File: config.mk
export PLATFORM = sky130hd
export DESIGN_NAME = branch_pc_sequencer
export DESIGN_NICKNAME = d
export VERILOG_FILES = /design/src/rtl/branch_pc_sequencer.sv
export SDC_FILE = /design/constraint.sdc
export NUM_CORES = 1
export LEC_CHECK = 0
export BUFFER_PORTS_ARGS = -buffer_cell sky130_fd_sc_hd__buf_2
export CAP_MARGIN = 30
export CELL_PAD_IN_SITES_DETAIL_PLACEMENT = 0
export CELL_PAD_IN_SITES_GLOBAL_PLACEMENT = 1
export CORE_MARGIN = 4
export CORE_UTILIZATION = 45
export CTS_CLUSTER_DIAMETER = 30
export DETAILED_ROUTE_END_ITERATION = 6
export PLACE_DENSITY_LB_ADDON = 0.1
export SETUP_SLACK_MARGIN = 0.3
export SKIP_CTS_REPAIR_TIMING = 1
export SLEW_MARGIN = 20
export SYNTH_ARGS = -nofsm -noshare
export SYNTH_HDL_FRONTEND = slang
export SYNTH_SLANG_ARGS = --single-unit
File: constraint.sdc
create_clock -name clk -period 3.4 [get_ports clk]
set_input_delay 0.34 -clock clk [delete_from_list [all_inputs] [get_ports clk]]
set_output_delay 0.34 -clock clk [all_outputs]
set_load 0.02 [all_outputs]
File: src/rtl/branch_pc_sequencer.sv
// PC sequencer fed by the branch evaluator's taken bit: advances or redirects the fetch PC,
// raises a timed flush on redirects and keeps saturating branch/taken statistics.
module branch_pc_sequencer #(
    parameter int unsigned    PC_W      = 32,
    parameter logic [PC_W-1:0] RESET_PC = '0,
    parameter int unsigned    FLUSH_CYC = 2
) (
    input  logic            clk,
    input  logic            rst,
    input  logic            stall,
    input  logic            br_valid,
    input  logic            br_taken,
    input  logic [PC_W-1:0] br_pc,
    input  logic [15:0]     br_offset,
    output logic [PC_W-1:0] pc_out,
    output logic            fetch_valid,
    output logic            flush,
    output logic            redirect,
    output logic [15:0]     branch_cnt,
    output logic [15:0]     taken_cnt
);

    localparam int unsigned FCNT_W  = 3;
    localparam int unsigned CNT_W   = 16;
    localparam logic [CNT_W-1:0] CNT_MAX = '1;

    typedef enum logic [1:0] {
        INIT  = 2'd0,
        RUN   = 2'd1,
        FLUSH = 2'd2
    } state_t;

    state_t            state;
    logic [FCNT_W-1:0] fcnt;
    logic [PC_W-1:0]   off_ext;
    logic [PC_W-1:0]   br_base;
    logic [PC_W-1:0]   target;
    logic [PC_W-1:0]   pc_seq;

    // Target is word aligned: branch PC low bits are dropped, offset is in words.
    assign off_ext = PC_W'($signed(br_offset));
    assign br_base = br_pc & ~PC_W'(3);
    assign target  = br_base + PC_W'(4) + (off_ext << 2);
    assign pc_seq  = pc_out + PC_W'(4);

    always_ff @(posedge clk or posedge rst) begin
        if (rst) begin
            state       <= INIT;
            pc_out      <= RESET_PC;
            fetch_valid <= 1'b0;
            flush       <= 1'b0;
            redirect    <= 1'b0;
            branch_cnt  <= '0;
            taken_cnt   <= '0;
            fcnt        <= '0;
        end else begin
            redirect <= 1'b0;
            case (state)
                INIT: begin
                    state       <= RUN;
                    fetch_valid <= 1'b1;
                end
                RUN: begin
                    flush <= 1'b0;
                    if (!stall) begin
                        if (br_valid && br_taken) begin
                            pc_out   <= target;
                            redirect <= 1'b1;
                            flush    <= 1'b1;
                            fcnt     <= FCNT_W'(FLUSH_CYC - 1);
                            state    <= (FLUSH_CYC == 1) ? RUN : FLUSH;
                            if (taken_cnt != CNT_MAX) taken_cnt <= taken_cnt + CNT_W'(1);
                        end else begin
                            pc_out <= pc_seq;
                        end
                        if (br_valid && branch_cnt != CNT_MAX) begin
                            branch_cnt <= branch_cnt + CNT_W'(1);
                        end
                    end
                end
                FLUSH: begin
                    // Wrong-path branches are ignored; the countdown runs through stalls.
                    if (!stall) pc_out <= pc_seq;
                    if (fcnt == '0) begin
                        flush <= 1'b0;
                        state <= RUN;
                    end else begin
                        fcnt <= fcnt - FCNT_W'(1);
                    end
                end
                default: begin
                    state <= INIT;
                end
            endcase
        end
    end

endmodule

# Yosys cells after proc, flatten, opt, wreduce, memory -nomap -nowiden
# Cells that the tools add are included.
# classes
n_reduce_logical	11
eq_ne	9
mux	17
n_addsub	6
bitwise_logic	1
# ops
op	n
$mux W32	3
$add A32 B3 Y32 const B	2
$pmux W32 S2	1
$add A16 B1 Y16 const B	2
$add A32 B32 Y32	1
$ne A16 B16 Y1 const B	2
$ne A2 B2 Y1 const B	5
$mux W3	3
$reduce_and A3 Y1	3
$reduce_and A4 Y1	2
$mux W2	3
$pmux W2 S3	1
$pmux W3 S2	1
$mux W1	4
$logic_not A3 Y1	1
$sub A3 B1 Y3 const B	1
$eq A2 B1 Y1 const B	1
$eq A2 B2 Y1 const B	1
$logic_and A1 B1 Y1	2
$logic_not A2 Y1	1
$pmux W1 S2	1
$reduce_and A2 Y1	1
$reduce_bool A2 Y1	1
$not A1 Y1	1
# totals
in_bits	53
wordCells	52
register_bits	72
out_inout_bits	67

# Depth between registers and ports, before layout
# logic_depth
depth_word	5
mapped_depth	13
ltp_nobuf	13

# Worst setup path before layout
# Ideal clock, no wire load.
# synth_path
path_type	input port to flip-flop
startpoint	input port br_pc[3]
endpoint	register pc_out[27]
required_time_ns	3.270
path_buffers	0
arrival_time_ns	2.783
slack_ns	0.487
cell_stages	11
setup_ns	0.130
path_cell_list	ha_1 > ha_1 > fa_1 > a211oi_2 > o211ai_2 > a221oi_2 > o31a_4 > o31ai_4 > a311oi_2 > xor2_1 > o21ai_1
# synth_between
elab_chain_cells	5
# synth_rtl
element	line	rtl
start: declaration	13	input logic [PC_W-1:0] br_pc,
$add A32 B3 Y32	43	assign target = br_base + PC_W'(4) + (off_ext << 2);
$add A32 B32 Y32	43	
$mux W32	66	if (br_valid && br_taken) begin
$mux W32	65	if (!stall) begin
$pmux W32 S2	58	case (state)
end signal: assignment	67	pc_out <= target;
end signal: assignment	74	pc_out <= pc_seq;
end signal: assignment	83	if (!stall) pc_out <= pc_seq;
end: declaration	15	output logic [PC_W-1:0] pc_out,
# No other way between the ends. The select of a mux whose other input is x is not followed.
# A chain may end at the register's enable or synchronous reset.

# Worst setup path after layout
# layout_path
startpoint	input port br_pc[3]
endpoint	register pc_out[31]
# The elaborated chain is that of the path after synthesis.

==> results.yml <==
run_status:
  status: "completed"
cells_and_area:
  nNetsFinal: 828
  post-route-util_pct: 55.5
  layout_common_cells: "buf_2, dfrtp_1, ha_1, a21oi_1, nand2_1"
  drive_gt1_share_pct: 23.6
  area_delta_synth_final_pct: 19.7
  fillers: 1089
  multi_input_comb_area_um2: 3440
  final_cell_count_no_fill: 860
  antennaDiodeCount: 0
  stdcell_area_um2: 6390
  layout_commonest_cell: "buf_2"
  layout.area.seq_um2: 1750
setup_path:
  cp_cell_sequence: "buf_2 > ha_1 > ha_1 > fa_1 > a211oi_2 > o211ai_2 > a221oi_2 > o31a_4 > nor3_1 > o21ai_0 > mux2i_1 > o21bai_1"
  startpoint: "br_pc[3]"
  critPathSlowestCell: "fa_1"
  crit_arrival_ps: 3070
  r2r-end: "taken_cnt[7]$_DFFE_PP0P_"
  cpPeakStageDelay_ps: 430
  startpoint_type: "input pin"
  worstSetupPathType: "input pin to flop"
  cp_common_cell: "ha_1"
  end_kind: "flop"
  worst-path-max-fanout: 5
  reg2reg_from: "state[0]$_DFFE_PP0P_"
  r2r_setup_slack_ps: 970
  crit_family: "compound AO/OA/AOI/OAI gates"
  cp_num_cells: 12
  r2r_cells: 10
  crit_path_end: "pc_out[31]$_DFFE_PP0P_"
  required_ps: 3610
  path_buf_inv: 1
synth:
  synth_area_leader_cell: "dfrtp_1"
  ys.flop_type: "dfrtp_1"
  synth_top_area_share_pct: 32.8
  synth_edf_count: 0
  synth.avg_cell_area_um2: 9.02
  synth_area_leaders: "dfrtp_1, ha_1, xnor2_1"
  async_flop_share_pct: 100
  yosys_warnings: 0
  ys_types: 68
  synth_cells: 592
  ys_seq_area_share_pct: 32.8
  yosys_register_bits: 70
  syn_area_um2: 5340
clock_tree:
  cts.path.max_buffers: 2
  insertion_delay_ps: 330
  cts_buffers: 9
  clk_pin_slew_worst_paths_ps: 60
  tritoncts: "done"
  htreeDepth: 3
  cts_root_buffer: "clkbuf_16"
  clkSinkCount: 70
global_routing:
  grt_first_pass_wirelength_um: 21600
  grt_pass1_vias: 4510
  grt_max_degree: 42
  overflow: 0
  antenna_found_initial: 0
  groute.usage.overall_pct: 19.6
power:
  combPwrFrac_pct: 37.4
  power_frac_seq_pct: 35.9
  leakagePower_nw: 3.04
  powerDensity_nw_per_um2: 565
  p_clk_share_pct: 26.6
  peakVddDrop_uv: 212
  power.internal_mw: 2.16
  switchingPower_mw: 1.45
  switching_share_pct: 40.1
floorplan:
  rows: 39
  die_h_um: 117
  io_pins: 120
  initial_core_util_pct: 46.3
  dieArea_um2: 13700
  core_area_um2: 11500
  die_w_um: 117
routing:
  ant_nets: 0
  first_pass_iters: 5
  wire_per_inst_um: 15.7
  drcViolationCount: 0
  wirelength_um: 13500
  via_per_inst: 5.62
  routed-via-count: 4833
  drt_iter0_markers: 236
timing:
  tns_ps: 0
  setup_violations: 0
  min_period_over_period_pct: 84.2
  fin_crit_ps: 2860
  worst_pin_slew_ps: 686
  timing.slew.headroom_pct: 54.2
  clock.fmax_mhz: 349
  hold_viol: 0
  finClkSkew_ps: 8.44
  slew_violations: 0
  rsz0062_at_grt: "no"
  finalWorstSetupSlack_ps: 537
run:
  drv_cap: 0
min_path:
  hp-class: "input pin to asynchronous set/reset pin"
placement:
  place_area_um2: 6080
  dp_slack_ps: 179
  post-place-cells: 844
  dp_hpwl_um: 10200
  place_congestion: 0.827
  io_buffers: 115
-- power by group through the flow --
stage / logic [mW] / clock network, mW / registers (mW)
after floorplan: 0.700 / 0 / 1.49
after global placement: 1.34 / 0 / 1.30
after detailed placement: 1.36 / 0 / 1.31
after CTS: 1.37 / 0.978 / 1.30
after global routing: 1.50 / 1.02 / 1.34
final: 1.35 / 0.962 / 1.30
-- cell usage after synthesis, types with 7 or more instances --
master,number
a21oi_1,56
dfrtp_1,70
xnor2_1,39
a21o_1,8
o21ai_0,47
nand4_1,11
nand2b_1,7
nand2_1,52
xor2_1,14
and2_1,8
nor3_1,7
nand3_1,35
ha_1,62
and3_1,17
nor2_1,33
inv_1,13
clkbuf_1,11
-- state kept, by name, summed over array words and instances (netlist names) --
signal       count
state            2
branch_cnt      16
redirect         1
fcnt             3
taken_cnt       16
pc_out          30
flush            1
fetch_valid      1
-- cells by family after synthesis --
group           count (synthesis)  synth area share (%)
compound gates                172                  20.7
xor+xnor                       53                  8.70
fa+ha+maj                      63                  14.9
buf+inv                        31                  2.72
flops                          70                  32.8
mux                             6                  1.20
other cells                     1                0.0703
simple gates                  196                  18.9
-- worst min path at each step --
stage,slack [ps],to,cells past startpoint
finish,100,taken_cnt[3]$_DFFE_PP0P_,2
global route,150,taken_cnt[3]$_DFFE_PP0P_,2
CTS,110,taken_cnt[8]$_DFFE_PP0P_,2
detailed placement,470,taken_cnt[8]$_DFFE_PP0P_,2
global placement,460,fcnt[0]$_DFFE_PP0P_,1
floorplan,440,fcnt[0]$_DFFE_PP0P_,1
-- per-layer routing --
layer	vias to the layer above	track usage, %	wire [µm]
li1	2420	-	-
met2	108	32.6	6330
met3	8	3.19	641
met5	-	0	0
met4	0	4.20	106
met1	2297	27.1	6400
-- layout make-up --
cell class	instances	share of cell area, %
clock buffer	10	3.74
clock inverter	6	1.10
inverter	14	0.842
multi-input combinational	492	53.9
sequential	70	27.4
tap	143	2.80
timing repair buffer	125	10.2
-- worst register-to-register path, stage by stage (launching register included) --
cell      delay, ps
dfrtp_1         380
nand2b_1        240
and3_1          180
buf_4           280
nand2_2         110
clkinv_2        220
and3_1          220
nand3_1         100
a21oi_2         290
nand4_1         160
xnor2_1         140
-- metrics by stage --
| stage | hold WS [ps] | total power, mW |
|---|---|---|
| 2_1_floorplan | 440 | 2.19 |
| 3_3_place_gp | 456 | 2.65 |
| 3_5_place_dp | 471 | 2.67 |
| 4_1_cts | 113 | 3.64 |
| 5_1_grt | 151 | 3.85 |
| 6_report | 96.3 | 3.61 |
Power figures use the tool's default switching activity.
